<file path="src/rtl/uart_rx.sv">
// UART receiver: 8N1 framing with 16x oversampling and a 2-flop input synchronizer.
// Each bit is sampled at its centre; rx_done or frame_err pulses one cycle after the stop-bit sample.
module uart_rx #(
   parameter int CLKS_PER_TICK = 27
) (
   input  logic       clk,
   input  logic       reset,
   input  logic       rxd,
   output logic [7:0] data_out,
   output logic       rx_done,
   output logic       frame_err
);

   typedef enum logic [1:0] {IDLE, START, DATA, STOP} state_t;

   localparam logic [11:0] TICK_MAX = 12'(CLKS_PER_TICK - 1);

   state_t      state_q, state_d;
   logic        sync1_q, rxd_s_q;
   logic [11:0] tcnt_q, tcnt_d;
   logic        tick;
   logic [3:0]  s_cnt_q, s_cnt_d;
   logic [2:0]  b_cnt_q, b_cnt_d;
   logic [7:0]  shift_q, shift_d;
   logic [7:0]  data_q, data_d;
   logic        done_q, done_d;
   logic        ferr_q, ferr_d;

   assign tick = (tcnt_q == TICK_MAX);

   // Counters advance only on the oversample tick; a new frame starts from s_cnt = 0
   // so the start bit is re-checked 8 ticks later, at its centre.
   always_comb begin
      tcnt_d  = tick ? 12'd0 : tcnt_q + 12'd1;
      state_d = state_q;
      s_cnt_d = s_cnt_q;
      b_cnt_d = b_cnt_q;
      shift_d = shift_q;
      data_d  = data_q;
      done_d  = 1'b0;
      ferr_d  = 1'b0;
      if (tick) begin
         case (state_q)
            IDLE: begin
               if (!rxd_s_q) begin
                  s_cnt_d = 4'd0;
                  state_d = START;
               end
            end
            START: begin
               if (s_cnt_q == 4'd7) begin
                  if (!rxd_s_q) begin
                     state_d = DATA;
                     s_cnt_d = 4'd0;
                     b_cnt_d = 3'd0;
                  end else begin
                     state_d = IDLE;
                  end
               end else begin
                  s_cnt_d = s_cnt_q + 4'd1;
               end
            end
            DATA: begin
               if (s_cnt_q == 4'd15) begin
                  shift_d = {rxd_s_q, shift_q[7:1]};
                  s_cnt_d = 4'd0;
                  if (b_cnt_q == 3'd7) begin
                     state_d = STOP;
                  end else begin
                     b_cnt_d = b_cnt_q + 3'd1;
                  end
               end else begin
                  s_cnt_d = s_cnt_q + 4'd1;
               end
            end
            STOP: begin
               if (s_cnt_q == 4'd15) begin
                  state_d = IDLE;
                  s_cnt_d = 4'd0;
                  if (rxd_s_q) begin
                     done_d = 1'b1;
                     data_d = shift_q;
                  end else begin
                     ferr_d = 1'b1;
                  end
               end else begin
                  s_cnt_d = s_cnt_q + 4'd1;
               end
            end
            default: state_d = IDLE;
         endcase
      end
   end

   always_ff @(posedge clk or negedge reset) begin
      if (!reset) begin
         sync1_q <= 1'b1;
         rxd_s_q <= 1'b1;
         tcnt_q  <= 12'd0;
         state_q <= IDLE;
         s_cnt_q <= 4'd0;
         b_cnt_q <= 3'd0;
         shift_q <= 8'h00;
         data_q  <= 8'h00;
         done_q  <= 1'b0;
         ferr_q  <= 1'b0;
      end else begin
         sync1_q <= rxd;
         rxd_s_q <= sync1_q;
         tcnt_q  <= tcnt_d;
         state_q <= state_d;
         s_cnt_q <= s_cnt_d;
         b_cnt_q <= b_cnt_d;
         shift_q <= shift_d;
         data_q  <= data_d;
         done_q  <= done_d;
         ferr_q  <= ferr_d;
      end
   end

   assign data_out  = data_q;
   assign rx_done   = done_q;
   assign frame_err = ferr_q;

endmodule

</file>
<file path="config.mk">
export PLATFORM = sky130hd
export DESIGN_NAME = uart_rx
export DESIGN_NICKNAME = d
export VERILOG_FILES = /design/src/rtl/uart_rx.sv
export SDC_FILE = /design/constraint.sdc
export NUM_CORES = 1
export LEC_CHECK = 0
export CORE_AREA = 5 5 57 72
export CTS_BUF_LIST = sky130_fd_sc_hd__clkbuf_8
export CTS_CLUSTER_DIAMETER = 200
export DETAILED_ROUTE_END_ITERATION = 6
export DIE_AREA = 0 0 62 77
export PLACE_DENSITY_LB_ADDON = 0.12
export SETUP_SLACK_MARGIN = 0.1
export SKIP_CTS_REPAIR_TIMING = 1
export SLEW_MARGIN = 20
export SYNTH_ARGS = -nofsm -noshare
export SYNTH_HDL_FRONTEND = slang
export SYNTH_SLANG_ARGS = --single-unit
</file>
<file path="constraint.sdc">
create_clock -name clk -period 4.3 [get_ports clk]
set_clock_uncertainty 0.05 [all_clocks]
set_input_delay 1.075 -clock clk [delete_from_list [all_inputs] [get_ports clk]]
set_output_delay 1.075 -clock clk [all_outputs]
set_load 0.05 [all_outputs]
</file>
# Yosys cells after proc, flatten, opt, wreduce, memory -nomap -nowiden
# Index checks and enable logic that the tools add are counted.
[op_classes]
eq_ne = 14
reduce_logical = 7
addsub = 3
muxes = 25
[ops]
columns = ["op", "count"]
rows = [
  ["2-bit inequality test, second input constant", 7],
  ["12-bit by 1-bit adder with 12-bit output, second input constant", 1],
  ["12-bit by 5-bit equality test with 1-bit output, second input constant", 1],
  ["12-bit 2-to-1 mux", 1],
  ["2-bit 2-to-1 mux", 6],
  ["3-bit 2-to-1 mux", 4],
  ["4-bit 2-to-1 mux", 3],
  ["4-bit one-hot mux with 3 select lines", 1],
  ["6-bit AND reduction", 2],
  ["1-bit 2-to-1 mux", 8],
  ["2-bit one-hot mux with 4 select lines", 1],
  ["3-bit one-hot mux with 2 select lines", 1],
  ["4-bit by 1-bit adder with 4-bit output, second input constant", 1],
  ["2-bit equality test, second input constant", 2],
  ["4-bit by 3-bit equality test with 1-bit output, second input constant", 1],
  ["4-bit equality test, second input constant", 1],
  ["4-bit AND reduction", 1],
  ["3-bit by 1-bit adder with 3-bit output, second input constant", 1],
  ["3-bit equality test, second input constant", 1],
  ["3-bit AND reduction", 1],
  ["2-bit by 1-bit equality test with 1-bit output, second input constant", 1],
  ["2-bit logical NOT", 1],
  ["2-bit nonzero test", 1],
  ["2-bit OR reduction", 1],
]
[totals]
regBits = 41
out_inout_bits = 10

# Longest topological paths before layout
[logic_depth]
word_depth = 4
ltp_mapped = 7
depth_no_buf = 6

# Worst setup path before layout
# No wires, ideal clock.
[synth_path]
path_type = "reg-to-reg"
from = "register tcnt_q[0]"
to = "register s_cnt_q[3]"
stages_incl_launch_ff = 8
arrival_ps = 2012
slack_ps = 2172
path_buffers = 1
path_cell_list = "dfrtp_1 > inv_1 > ha_1 > or4b_4 > or4_4 > buf_6 > o31ai_4 > a22o_1"
[synth_between]
elab_chain_cells = 1
[synth_rtl]
columns = ["item", "line", "rtl"]
rows = [
  ["start, declared", "20", "logic [11:0] tcnt_q, tcnt_d;"],
  ["start signal, assigned", "110", "tcnt_q <= tcnt_d;"],
  ["12-bit by 5-bit equality test with 1-bit output", "29", "assign tick = (tcnt_q == TICK_MAX);"],
  ["end signal, assigned", "112", "s_cnt_q <= s_cnt_d;"],
  ["end, declared", "22", "logic [3:0] s_cnt_q, s_cnt_d;"],
]
# No other way between the ends.
# A chain may end at the register's enable or synchronous reset.

# Final worst setup path
[layout_path]
from = "register tcnt_q[0]"
to = "register s_cnt_q[2]"
# The elaborated chain is that of the path after synthesis.

==> flow_summary.ini <==
[critical_path]
end_kind = register
path_max_fanout = 6
path_class = register to register
start_kind = register
critPathArrivalTime_ns = 2.78
rr_worst_depth = 7
cp.required_ns = 4.43

[route]
firstDrtPassIters = 4
viasPerCell = 5.87
detail-route-antenna-nets = 0
via_count = 1226
first_iter_violations = 44
drcViolationCount = 0
wl_per_cell_um = 15.8
wl_um = 3300

[grt]
grt-ovfl-total = 0
grt_pass1_vias = 1260
grt_pass1_wl_um = 5690
antenna_found_initial = 0
grt_max_degree = 42
grtUsageTotal_pct = 16.0

[clock_network]
clk_pin_slew_ns = 0.08
clk_latency_ns = 0.29
cts_tree = yes
numCtsBuffers = 5
clock_path_buffers = 2
clockRootBuffer = clkbuf_8
cts_sinks = 41
cts_max_level = 2

[power_and_ir_drop]
irDropWorstVdd_mv = 0.275
fin_total_pwr_uw = 721
powerDensity_mw_per_mm2 = 337
p_leak_uw = 0.000977

[finish]
n_antenna_cell = 0
syn2layout_area_growth_pct = 12.0
fin_nets = 177
fin_area_mm2 = 0.00214
drive_above_1_share_pct = 20.6

[die]
rows = 24
io_pins = 13
die_y_um = 77
core_mm2 = 0.00336
die_w_um = 62
dieArea_mm2 = 0.00477
initial_utilization_pct = 56.9

[min_path]
worstHoldPathCells = 0
hp-class = register to register

[sta]
setup_viol = 0
worstMarginPinSlew_ns = 0.872
min_period_ns = 2.65
worst_hold_slack_ns = 0.315
tns_ns = 0
rsz0062_at_grt = false
final_max_slew_viol_count = 0
hold_viol = 0
fin_ws_ns = 1.65
slew_headroom_pct = 41.8
min_period_over_period_pct = 61.6
clock.fmax_mhz = 378

[synth]
yosysWarnings = 0
ys.flop_type = dfrtp_1
syn_nets = 165
yosys.area.top_type = dfrtp_1
netlist-cell-type-count = 41
syn-cell-area_mm2 = 0.00191
postSynthAreaPerCell_um2 = 12.2
async_reset_ff_share_pct = 100
ys_seq_area_share_pct = 53.8
syn_inst = 157
ys_top_cells_by_area = dfrtp_1 51%, mux2_2 9.4%, ha_1 3.3%
synth-edff-count = 0
synth_seq_cells = 41
synth_top_area_share_pct = 51.0

[run]
maxCapViolCount = 0

[status]
outcome = finished, final reports clean

[place]
io_buffers = 12
dp.final_hpwl_um = 2280
place_area_mm2 = 0.00202
gp_congestion = 0.785
place_ws_ns = 1.60
-- logic make-up (layout without fill, tap and decap cells) --
kind of cell    Yosys count  in the layout  share of synthesized area [%]
compound gates           22             22                           7.85
xor+xnor                 10             10                           4.58
fa+ha+maj                 5              5                           3.27
buf+inv                   9             22                           3.47
flops                    41             41                           53.8
mux                      16             16                           9.42
simple gates             54             54                           17.7
-- worst max-delay path, stage by stage (launching register included) --
cell and delay, ns:
dfrtp_1 0.44, inv_1 0.08, ha_1 0.13, or4b_4 0.48
nor4_1 0.71, buf_4 0.27, nand2b_1 0.08, a211o_1 0.29
-- cell usage after synthesis, types with 2 or more instances --
master and count:
and3_1 2, o21ai_0 10, nand2_1 7, buf_4 2, nand2b_1 6, o31ai_1 2, xnor2_1 6, nor2_1 13
or4b_1 2, buf_2 2, buf_6 3, dfstp_2 2, xor2_1 4, nand4_1 4, and4_1 2, mux2_2 16
ha_1 5, dfrtp_1 39, nand3_1 5, a21oi_1 4
-- report_power, final --
group	leakage (µW)	internal (µW)	switching [µW]
Clock	0.0000574	189	131
Combinational	0.000371	2.88	9.22
Sequential	0.000549	387	2.74
-- per-stage QoR --
stage                     cells  utilization [%]
after floorplan             157                -
after global placement      201             60.1
after detailed placement    201             60.1
after CTS                   209             63.7
after global routing        209             63.7
final                       209             63.7
-- cell type report --
type,count,area [µm²]
fillers,280,1220
clock inverters,2,37.5
multi-input cells,107,818
inverters,1,3.75
repair buffers,13,123
flip-flops and latches,41,1030
well taps,39,48.8
clock buffers,6,82.6
-- cell usage in the layout (no fill, tap or decap), drive strengths merged, types with 6 or more instances in the layout --
cell / netlist / routed
nor2: 13 / 13
dfrtp: 39 / 39
clkdlybuf4s50: 0 / 11
o21ai: 10 / 10
xnor2: 6 / 6
clkbuf: 1 / 6
nand2: 7 / 7
nand2b: 6 / 6
mux2: 16 / 16
-- registers in the layout (all words and copies together), names as in the netlist, named ones only --
signal     cells
rxd_s_q        1
tcnt_q        12
b_cnt_q        3
sync1_q        1
data_out       8
shift_q        8
frame_err      1
rx_done        1
state_q        1
s_cnt_q        4
-- final timing paths --
| check | start | endpoint | slack [ns] |
|---|---|---|---|
| max | tcnt_q[0] | s_cnt_q[2] | 1.65 |
| min | sync1_q | rxd_s_q | 0.32 |
| max reg2reg | tcnt_q[0] | s_cnt_q[2] | 1.65 |
| min reg2reg | sync1_q | rxd_s_q | 0.32 |
| max in group asynchronous | reset | s_cnt_q[2] | 2.81 |
| min in group asynchronous | reset | rx_done | 0.85 |
-- layer usage --
layer / GRT usage (%) / wire length [µm] / vias up
met5: 0 / 0 / -
met4: 5.94 / 59 / 0
met3: 4.71 / 126 / 7
met2: 26.5 / 1730 / 22
met1: 18.7 / 1390 / 607
li1: - / - / 590
Power figures use the tool's default switching activity.
